$ cat config.mk
export PLATFORM = sky130hd
export DESIGN_NAME = display_scan_ctrl_flat
export DESIGN_NICKNAME = d
export VERILOG_FILES = /design/src/rtl/display_scan_ctrl_pkg.sv /design/src/rtl/display_scan_ctrl_if.sv /design/src/rtl/display_scan_ctrl_scan_prescaler.sv /design/src/rtl/display_scan_ctrl.sv /design/src/flat_wrapper.sv
export SDC_FILE = /design/constraint.sdc
export NUM_CORES = 1
export LEC_CHECK = 0
export ABC_AREA = 1
export ABC_CLOCK_PERIOD_IN_PS = 1950
export BUFFER_PORTS_ARGS = -buffer_cell sky130_fd_sc_hd__buf_4
export CAP_MARGIN = 20
export CORE_MARGIN = 2
export CORE_UTILIZATION = 50
export DETAILED_ROUTE_END_ITERATION = 16
export HOLD_SLACK_MARGIN = 0.03
export PLACE_DENSITY = 0.83
export REMOVE_ABC_BUFFERS = 1
export SLEW_MARGIN = 20
export SYNTH_ARGS = -nofsm -noshare
export SYNTH_HDL_FRONTEND = slang
export SYNTH_HIERARCHICAL = 1
export SYNTH_SLANG_ARGS = --single-unit
$ cat constraint.sdc
create_clock -name clk -period 1.95 [get_ports clk]
set_input_delay 0.195 -clock clk [delete_from_list [all_inputs] [get_ports clk]]
set_output_delay 0.195 -clock clk [all_outputs]
set_load 0.01 [all_outputs]
$ cat src/rtl/display_scan_ctrl_pkg.sv
// ---------------------------------------------------------------------------
// disp_pkg
// Shared constants and types for the 4-digit multiplexed display scanner.
//   SEG_*        : 7-segment patterns {g,f,e,d,c,b,a}, active-high
//   scan_state_t : scanner FSM states
//   DIGIT_*      : slot indices into the one-hot digit select
//   digit_onehot : converts a slot index into its digit_en pattern
// ---------------------------------------------------------------------------
package disp_pkg;

    localparam logic [6:0] SEG_ZERO  = 7'b0111111;
    localparam logic [6:0] SEG_MINUS = 7'b1000000;
    localparam logic [6:0] SEG_BLANK = 7'b0000000;

    typedef enum logic [1:0] {
        IDLE   = 2'd0,
        SETTLE = 2'd1,
        SCAN   = 2'd2
    } scan_state_t;

    localparam logic [1:0] DIGIT_SIGN     = 2'd3;
    localparam logic [1:0] DIGIT_HUNDREDS = 2'd2;
    localparam logic [1:0] DIGIT_TENS     = 2'd1;
    localparam logic [1:0] DIGIT_UNITS    = 2'd0;

    // Slot index 3 lights digit_en[3] (sign) down to index 0 (units).
    function automatic logic [3:0] digit_onehot(input logic [1:0] idx);
        return 4'b0001 << idx;
    endfunction

endpackage

$ cat src/rtl/display_scan_ctrl_if.sv
// ---------------------------------------------------------------------------
// display_scan_ctrl_if
// valid/ready load channel carrying a signed number into the scanner.
//   load_valid  : producer offers load_number
//   load_ready  : scanner accepts this cycle
//   load_number : signed number to display (DW_IN bits)
// Modports: master = number producer, slave = display_scan_ctrl.
// ---------------------------------------------------------------------------
interface display_scan_ctrl_if #(
    parameter int DW_IN = 8
) ();

    logic             load_valid;
    logic             load_ready;
    logic [DW_IN-1:0] load_number;

    modport master (
        output load_valid,
        output load_number,
        input  load_ready
    );

    modport slave (
        input  load_valid,
        input  load_number,
        output load_ready
    );

endinterface

$ cat src/rtl/display_scan_ctrl_scan_prescaler.sv
// ---------------------------------------------------------------------------
// scan_prescaler
// Free-running slot timer for the display scanner. Counts 0..REFRESH_DIV-1
// while enabled and flags the terminal count so the scanner can advance to
// the next digit.
//   clk, rst_n : clock, asynchronous active-low reset
//   clear      : force the count back to 0 (has priority over enable)
//   enable     : advance the count this cycle
//   count      : current position inside the slot
//   terminal   : high on the enabled cycle where count is REFRESH_DIV-1
// ---------------------------------------------------------------------------
module scan_prescaler #(
    parameter int REFRESH_DIV = 50000
) (
    input  logic                           clk,
    input  logic                           rst_n,
    input  logic                           clear,
    input  logic                           enable,
    output logic [$clog2(REFRESH_DIV)-1:0] count,
    output logic                           terminal
);

    localparam int            CW   = $clog2(REFRESH_DIV);
    localparam logic [CW-1:0] LAST = CW'(REFRESH_DIV - 1);

    logic [CW-1:0] count_q;
    logic [CW-1:0] count_d;

    assign terminal = enable && (count_q == LAST);
    assign count    = count_q;

    always_comb begin
        count_d = count_q;
        if (clear) begin
            count_d = '0;
        end else if (enable) begin
            count_d = terminal ? '0 : count_q + 1'b1;
        end
    end

    always_ff @(posedge clk or negedge rst_n) begin
        if (!rst_n) begin
            count_q <= '0;
        end else begin
            count_q <= count_d;
        end
    end

endmodule

$ cat src/rtl/display_scan_ctrl.sv
// ---------------------------------------------------------------------------
// display_scan_ctrl
// Captures a signed number over a valid/ready channel, holds it on the
// external decoder's input, and time-multiplexes the decoder's sign /
// hundreds / tens / units segments onto one shared segment bus. Each slot
// begins with BLANK_CYCLES of digit_en=0 to suppress ghosting.
//   clk, rst_n    : clock, asynchronous active-low reset
//   disp_en       : display enable; low blanks the digits, loads still accepted
//   load_if       : valid/ready number load channel (slave side)
//   dec_number    : registered number driven to the decoder
//   dec_sign/...  : decoder outputs fed back for display
//   seg_out       : shared segment bus, active-high
//   digit_en      : one-hot digit select, [3]=sign .. [0]=units
//   frame_done    : 1-cycle pulse when the units slot hands back to sign
// Build option: define DISP_LZ_BLANK_EN to blank leading-zero hundreds/tens.
// ---------------------------------------------------------------------------
module display_scan_ctrl
    import disp_pkg::*;
#(
    parameter int DW_IN        = 8,
    parameter int REFRESH_DIV  = 50000,
    parameter int BLANK_CYCLES = 2
) (
    input  logic                      clk,
    input  logic                      rst_n,
    input  logic                      disp_en,
    display_scan_ctrl_if.slave        load_if,
    output logic [DW_IN-1:0]          dec_number,
    input  logic                      dec_sign,
    input  logic [6:0]                dec_hundreds,
    input  logic [6:0]                dec_tens,
    input  logic [6:0]                dec_units,
    output logic [6:0]                seg_out,
    output logic [3:0]                digit_en,
    output logic                      frame_done
);

    localparam int CW = $clog2(REFRESH_DIV);

    scan_state_t      state_q, state_d;
    logic [DW_IN-1:0] number_q, number_d;
    logic             loaded_q, loaded_d;
    logic [1:0]       index_q, index_d;
    logic [6:0]       seg_q, seg_d;
    logic [3:0]       digit_en_q, digit_en_d;
    logic             frame_done_q, frame_done_d;
    logic             ready_q, ready_d;

    logic             accept;
    logic             scan_run;
    logic [CW-1:0]    presc_cnt;
    logic             presc_tc;
    logic [6:0]       hund_seg;
    logic [6:0]       tens_seg;
    logic [6:0]       slot_seg;

    assign accept   = load_if.load_valid && ready_q;
    // The slot timer only runs while scanning undisturbed; any load or
    // disp_en drop aborts the slot, so the next scan restarts from zero.
    assign scan_run = (state_q == SCAN) && disp_en && !accept;

    scan_prescaler #(
        .REFRESH_DIV (REFRESH_DIV)
    ) u_prescaler (
        .clk      (clk),
        .rst_n    (rst_n),
        .clear    (!scan_run),
        .enable   (scan_run),
        .count    (presc_cnt),
        .terminal (presc_tc)
    );

    // Segment pattern for the slot currently being shown.
    always_comb begin
        hund_seg = dec_hundreds;
        tens_seg = dec_tens;
`ifdef DISP_LZ_BLANK_EN
        // Tens is a leading zero only when hundreds is one as well.
        if (dec_hundreds == SEG_ZERO) begin
            hund_seg = SEG_BLANK;
            if (dec_tens == SEG_ZERO) begin
                tens_seg = SEG_BLANK;
            end
        end
`endif
        case (index_q)
            DIGIT_SIGN:     slot_seg = dec_sign ? SEG_MINUS : SEG_BLANK;
            DIGIT_HUNDREDS: slot_seg = hund_seg;
            DIGIT_TENS:     slot_seg = tens_seg;
            default:        slot_seg = dec_units;
        endcase
    end

    // Next-state and next-output logic. Outputs are zero everywhere except
    // while a scan continues, which gives blanking on load, SETTLE and
    // disp_en=0 for free.
    always_comb begin
        state_d      = state_q;
        number_d     = number_q;
        loaded_d     = loaded_q;
        index_d      = DIGIT_SIGN;
        seg_d        = SEG_BLANK;
        digit_en_d   = '0;
        frame_done_d = 1'b0;

        if (accept) begin
            number_d = load_if.load_number;
            loaded_d = 1'b1;
            state_d  = SETTLE;
        end else begin
            case (state_q)
                IDLE: begin
                    if (loaded_q && disp_en) begin
                        state_d = SCAN;
                    end
                end
                SETTLE: begin
                    state_d = disp_en ? SCAN : IDLE;
                end
                SCAN: begin
                    if (!disp_en) begin
                        state_d = IDLE;
                    end else begin
                        seg_d      = slot_seg;
                        digit_en_d = (presc_cnt < CW'(BLANK_CYCLES)) ?
                                     4'b0000 : digit_onehot(index_q);
                        index_d    = presc_tc ? index_q - 2'd1 : index_q;
                        frame_done_d = presc_tc && (index_q == DIGIT_UNITS);
                    end
                end
                default: begin
                    state_d = IDLE;
                end
            endcase
        end

        ready_d = (state_d != SETTLE);
    end

    always_ff @(posedge clk or negedge rst_n) begin
        if (!rst_n) begin
            state_q      <= IDLE;
            number_q     <= '0;
            loaded_q     <= 1'b0;
            index_q      <= DIGIT_SIGN;
            seg_q        <= SEG_BLANK;
            digit_en_q   <= '0;
            frame_done_q <= 1'b0;
            ready_q      <= 1'b1;
        end else begin
            state_q      <= state_d;
            number_q     <= number_d;
            loaded_q     <= loaded_d;
            index_q      <= index_d;
            seg_q        <= seg_d;
            digit_en_q   <= digit_en_d;
            frame_done_q <= frame_done_d;
            ready_q      <= ready_d;
        end
    end

    assign dec_number         = number_q;
    assign seg_out            = seg_q;
    assign digit_en           = digit_en_q;
    assign frame_done         = frame_done_q;
    assign load_if.load_ready = ready_q;

endmodule

$ cat src/flat_wrapper.sv
// flat-port wrapper written by rule: the top's interface ports become plain ports
module display_scan_ctrl_flat import disp_pkg::*;
#(
    parameter int DW_IN        = 8,
    parameter int REFRESH_DIV  = 50000,
    parameter int BLANK_CYCLES = 2
)
  (clk, rst_n, disp_en, dec_number, dec_sign, dec_hundreds, dec_tens, dec_units, seg_out, digit_en, frame_done, load_if_load_valid, load_if_load_number, load_if_load_ready);
  display_scan_ctrl_if #(.DW_IN(DW_IN)) load_if_i ();
  input  logic clk;
  input  logic rst_n;
  input  logic disp_en;
  output logic [DW_IN-1:0] dec_number;
  input  logic dec_sign;
  input  logic [6:0] dec_hundreds;
  input  logic [6:0] dec_tens;
  input  logic [6:0] dec_units;
  output logic [6:0] seg_out;
  output logic [3:0] digit_en;
  output logic frame_done;
  input wire logic [$bits(load_if_i.load_valid)-1:0] load_if_load_valid;
  input wire logic [$bits(load_if_i.load_number)-1:0] load_if_load_number;
  output wire logic [$bits(load_if_i.load_ready)-1:0] load_if_load_ready;
  assign load_if_i.load_valid = load_if_load_valid;
  assign load_if_i.load_number = load_if_load_number;
  assign load_if_load_ready = load_if_i.load_ready;
  display_scan_ctrl #(.DW_IN(DW_IN), .REFRESH_DIV(REFRESH_DIV), .BLANK_CYCLES(BLANK_CYCLES)) u_core (.clk(clk), .rst_n(rst_n), .disp_en(disp_en), .load_if(load_if_i), .dec_number(dec_number), .dec_sign(dec_sign), .dec_hundreds(dec_hundreds), .dec_tens(dec_tens), .dec_units(dec_units), .seg_out(seg_out), .digit_en(digit_en), .frame_done(frame_done));
endmodule
==> impl_metrics.tcl <==
set metrics [dict create \
    worst_pin_slew_ns 0.522 \
    layout_worst_path_cycle_share_pct 87.4 \
    ctsResizeCount 0 \
    rows 24 \
    route.detailed.drc 0 \
    regToRegStartpoint "u_core/load_if.load_ready$_DFF_PN1_" \
    portBuffers 54 \
    end_kind "flip-flop" \
    p_int_mw 1.50 \
    firstDrtPassIters 4 \
    p_clk_share_pct 42.6 \
    critical-path-slowest-cell "dfstp_2" \
    place_ws_ns 0.268 \
    synth_area_sq_um 2290 \
    antenna_cells_inserted 0 \
    synthTopCellsByArea "dfrtp_1 43%, nand2_1 16%, nor2_1 8.2%, nand3_1 3.9%, dfstp_2 3.4%" \
    drtIter0Drc 169 \
    yosysTopAreaCell "dfrtp_1" \
    hpwl_mm 3.88 \
    period_needed_ns 1.70 \
    hold_start "load_if_load_number[1]" \
    sequentialPowerShare_pct 47.8 \
    hold_class "in2reg" \
    pwr-share-comb_pct 9.6 \
    wirelength_mm 5.08 \
    hold_violations 0 \
    htree_levels 2 \
    syn_to_final_growth_pct 25.0 \
    ioPinCount 55 \
    skew_ns 0.00909 \
    yosys.cell_types.count 26 \
    nets 390 \
    dieArea_sq_um 5140 \
    rsz0062_at_grt "no" \
    overflow 0 \
    avgSynthCellArea_sq_um 7.88 \
    path_clk_slew_ns 0.09 \
    fmaxAchievable_mhz 587 \
    yosysTopAreaCellShare_pct 42.6 \
    regToRegSetupSlack_ns 0.25 \
    cts_tree "done" \
    antenna_found_initial 0 \
    yosysSeqAreaShare_pct 46.0 \
    synth_flop_cell "dfrtp_1" \
    grt_max_degree 43 \
    wire_per_inst_um 12.6 \
    start_kind "flip-flop" \
    dieHeight_um 71.7 \
    swShare_pct 21.3 \
    grt_usage_pct 21.6 \
    maxSlewViolCount 0 \
    reg2regPathDepth 11 \
    hold_path_depth 3 \
    grt_pass1_vias 2028 \
    synth_edf_count 0 \
    critical_path.max_fanout 11 \
    power.switching_mw 0.408 \
    dp.cells 394 \
    cts_buffers 5 \
    ys_warn_count 6 \
    cts_sinks 42 \
    grt_pass1_wl_mm 8.82 \
    cap_violations 0 \
    synth-seq-cells 42 \
    synth_most_common_cell "nand2_1" \
    leakage_nw 1.39 \
    min_to "u_core/dec_number[1]$_DFFE_PN0P_" \
    core-area_sq_um 4380 \
    path_cells "nand2_1, nand2_2, nor2_4, inv_1, nor2_2, inv_2, nand3_1, inv_1, nand3_1, nand2_1, nor2_1" \
    insertion_delay_ns 0.29 \
    worstPathRequired_ns 2.13 \
    outcome "finished, final reports clean" \
    cts-root-buf "clkbuf_8" \
    clk_path_buf_depth 2 \
    synthCells 291 \
    place_congestion 0.902 \
    setup_viol 0 \
    vias 2016 \
    timing.rr.end "u_core/u_prescaler/count[12]$_DFFE_PN0P_" \
    final_cells 403 \
    synthArstFlopShare_pct 100 \
    vdd_ir_drop_max_v 0.000493 \
    worst_ep_arrival_time_ns 1.89 \
    drive_gt1_share_pct 26.2 \
    viasPerCell 5.00 \
    maxSlewHeadroom_pct 65.2 \
    slowest_delay_ns 0.53 \
    fin_setup_tns_ns 0 \
    start_util_pct 52.3 \
    power_mw 1.91 \
    whs_ns 0.0910 \
    die_w_um 71.7 \
    crit_type "reg2reg" \
    fill_cells 380 \
    ant_nets 0 \
    synth_common_cells "95 x nand2_1, 50 x nor2_1, 39 x dfrtp_1, 20 x inv_1, 18 x nand3_1" \
    power_density_nw_per_um2 668 \
    fin_ws_ns 0.245 \
]
-- how the worst max path moves through the flow --
stage | from | endpoint | slack, ns | cells after the start
after global placement | u_core/load_if.load_ready$_DFF_PN1_ | u_core/u_prescaler/count[12]$_DFFE_PN0P_ | 0.34 | 11
after CTS | u_core/load_if.load_ready$_DFF_PN1_ | u_core/u_prescaler/count[12]$_DFFE_PN0P_ | 0.26 | 11
final | u_core/load_if.load_ready$_DFF_PN1_ | u_core/u_prescaler/count[12]$_DFFE_PN0P_ | 0.25 | 11
after global routing | u_core/load_if.load_ready$_DFF_PN1_ | u_core/u_prescaler/count[10]$_DFFE_PN0P_ | 0.07 | 10
after detailed placement | u_core/load_if.load_ready$_DFF_PN1_ | u_core/u_prescaler/count[12]$_DFFE_PN0P_ | 0.27 | 11
after floorplan | u_core/load_if.load_ready$_DFF_PN1_ | u_core/u_prescaler/count[8]$_DFFE_PN0P_ | 0.02 | 9
-- stage by stage --
step | utilization, % | area, sq um
global route | 65.4 | 2870
global placement | 62.0 | 2720
finish | 65.4 | 2870
detailed placement | 62.0 | 2720
floorplan | - | 2220
CTS | 65.4 | 2870
-- power groups by stage --
stage               clock network [mW]  registers, mW  logic, mW
floorplan                            0          0.941     0.0498
global placement                     0          0.930      0.182
detailed placement                   0          0.930      0.187
CTS                              0.836          0.914      0.188
global route                     0.871          0.918      0.204
finish                           0.815          0.914      0.184
-- what timing repair did --
action | CTS | global route
hold buffers | 1 | 0
setup buffers | 0 | 0
hold endpoints to repair | 39 | 0
-- kinds of logic after synthesis --
| family | after synthesis | share of synthesized area (%) |
|---|---|---|
| AND/OR/NAND/NOR | 181 | 34.6 |
| flip-flops | 42 | 46.0 |
| buffers and inverters | 31 | 7.20 |
| AO/OA/AOI/OAI | 27 | 7.37 |
| adder cells (fa/ha/maj) | 6 | 3.28 |
| XOR/XNOR | 4 | 1.53 |
-- cells in the final DEF (no fill, tap or decap) --
cell type and instances:
nand2_1 95, buf_4 58, nor2_1 50, dfrtp_1 39, inv_1 20, nand3_1 18
a21oi_1 10, o21ai_0 9, ha_1 6, nor2_2 6, clkbuf_8 5, nor2_4 4
inv_2 4, o21bai_2 4, xor2_1 4, dfstp_2 3, nand4_1 3, bufinv_16 2
nand3_4 2, clkinv_4 1, dlygate4sd3_1 1, nand2_2 1, o31ai_1 1, or2_1 1
nand3_2 1, o21ai_2 1, o21bai_1 1, o21ai_1 1
-- critical path, delay by kind of cell (launching register included) --
family,cells,cell delay (ns)
buf+inv,3,0.41
flops,1,0.53
simple gates,8,0.66
-- state kept, by name, summed over array words and instances (netlist names) --
register and cells:
u_core/digit_en 4, u_core/seg_out 7, u_core/index_q 2, u_core/u_prescaler/count 16, u_core/state_q 2, u_core/loaded_q 1
u_core/load_if.load_ready 1, u_core/dec_number 8, u_core/frame_done 1
-- routing by layer --
layer  global-route usage (%)  share of wire, %  routed length (um)  up-vias
met5                        0                 0                   0        -
met2                     37.3                50                2560       41
met3                     4.22               3.9                 199        6
met1                     27.3                44                2250      944
li1                         -                 -                   -     1025
met4                     6.92               1.4                  69        0
-- area by class of cell --
cell class / instances / area, sq um / share of cell area (%)
inverters: 24 / 90.1 / 3.14
well taps: 52 / 65.1 / 2.27
repair buffers: 59 / 445 / 15.5
clock buffers: 5 / 68.8 / 2.40
multi-input cells: 218 / 1070 / 37.4
flip-flops and latches: 42 / 1050 / 36.8
clock inverters: 3 / 68.8 / 2.40
Note: power is estimated with default switching activity, not from simulation.
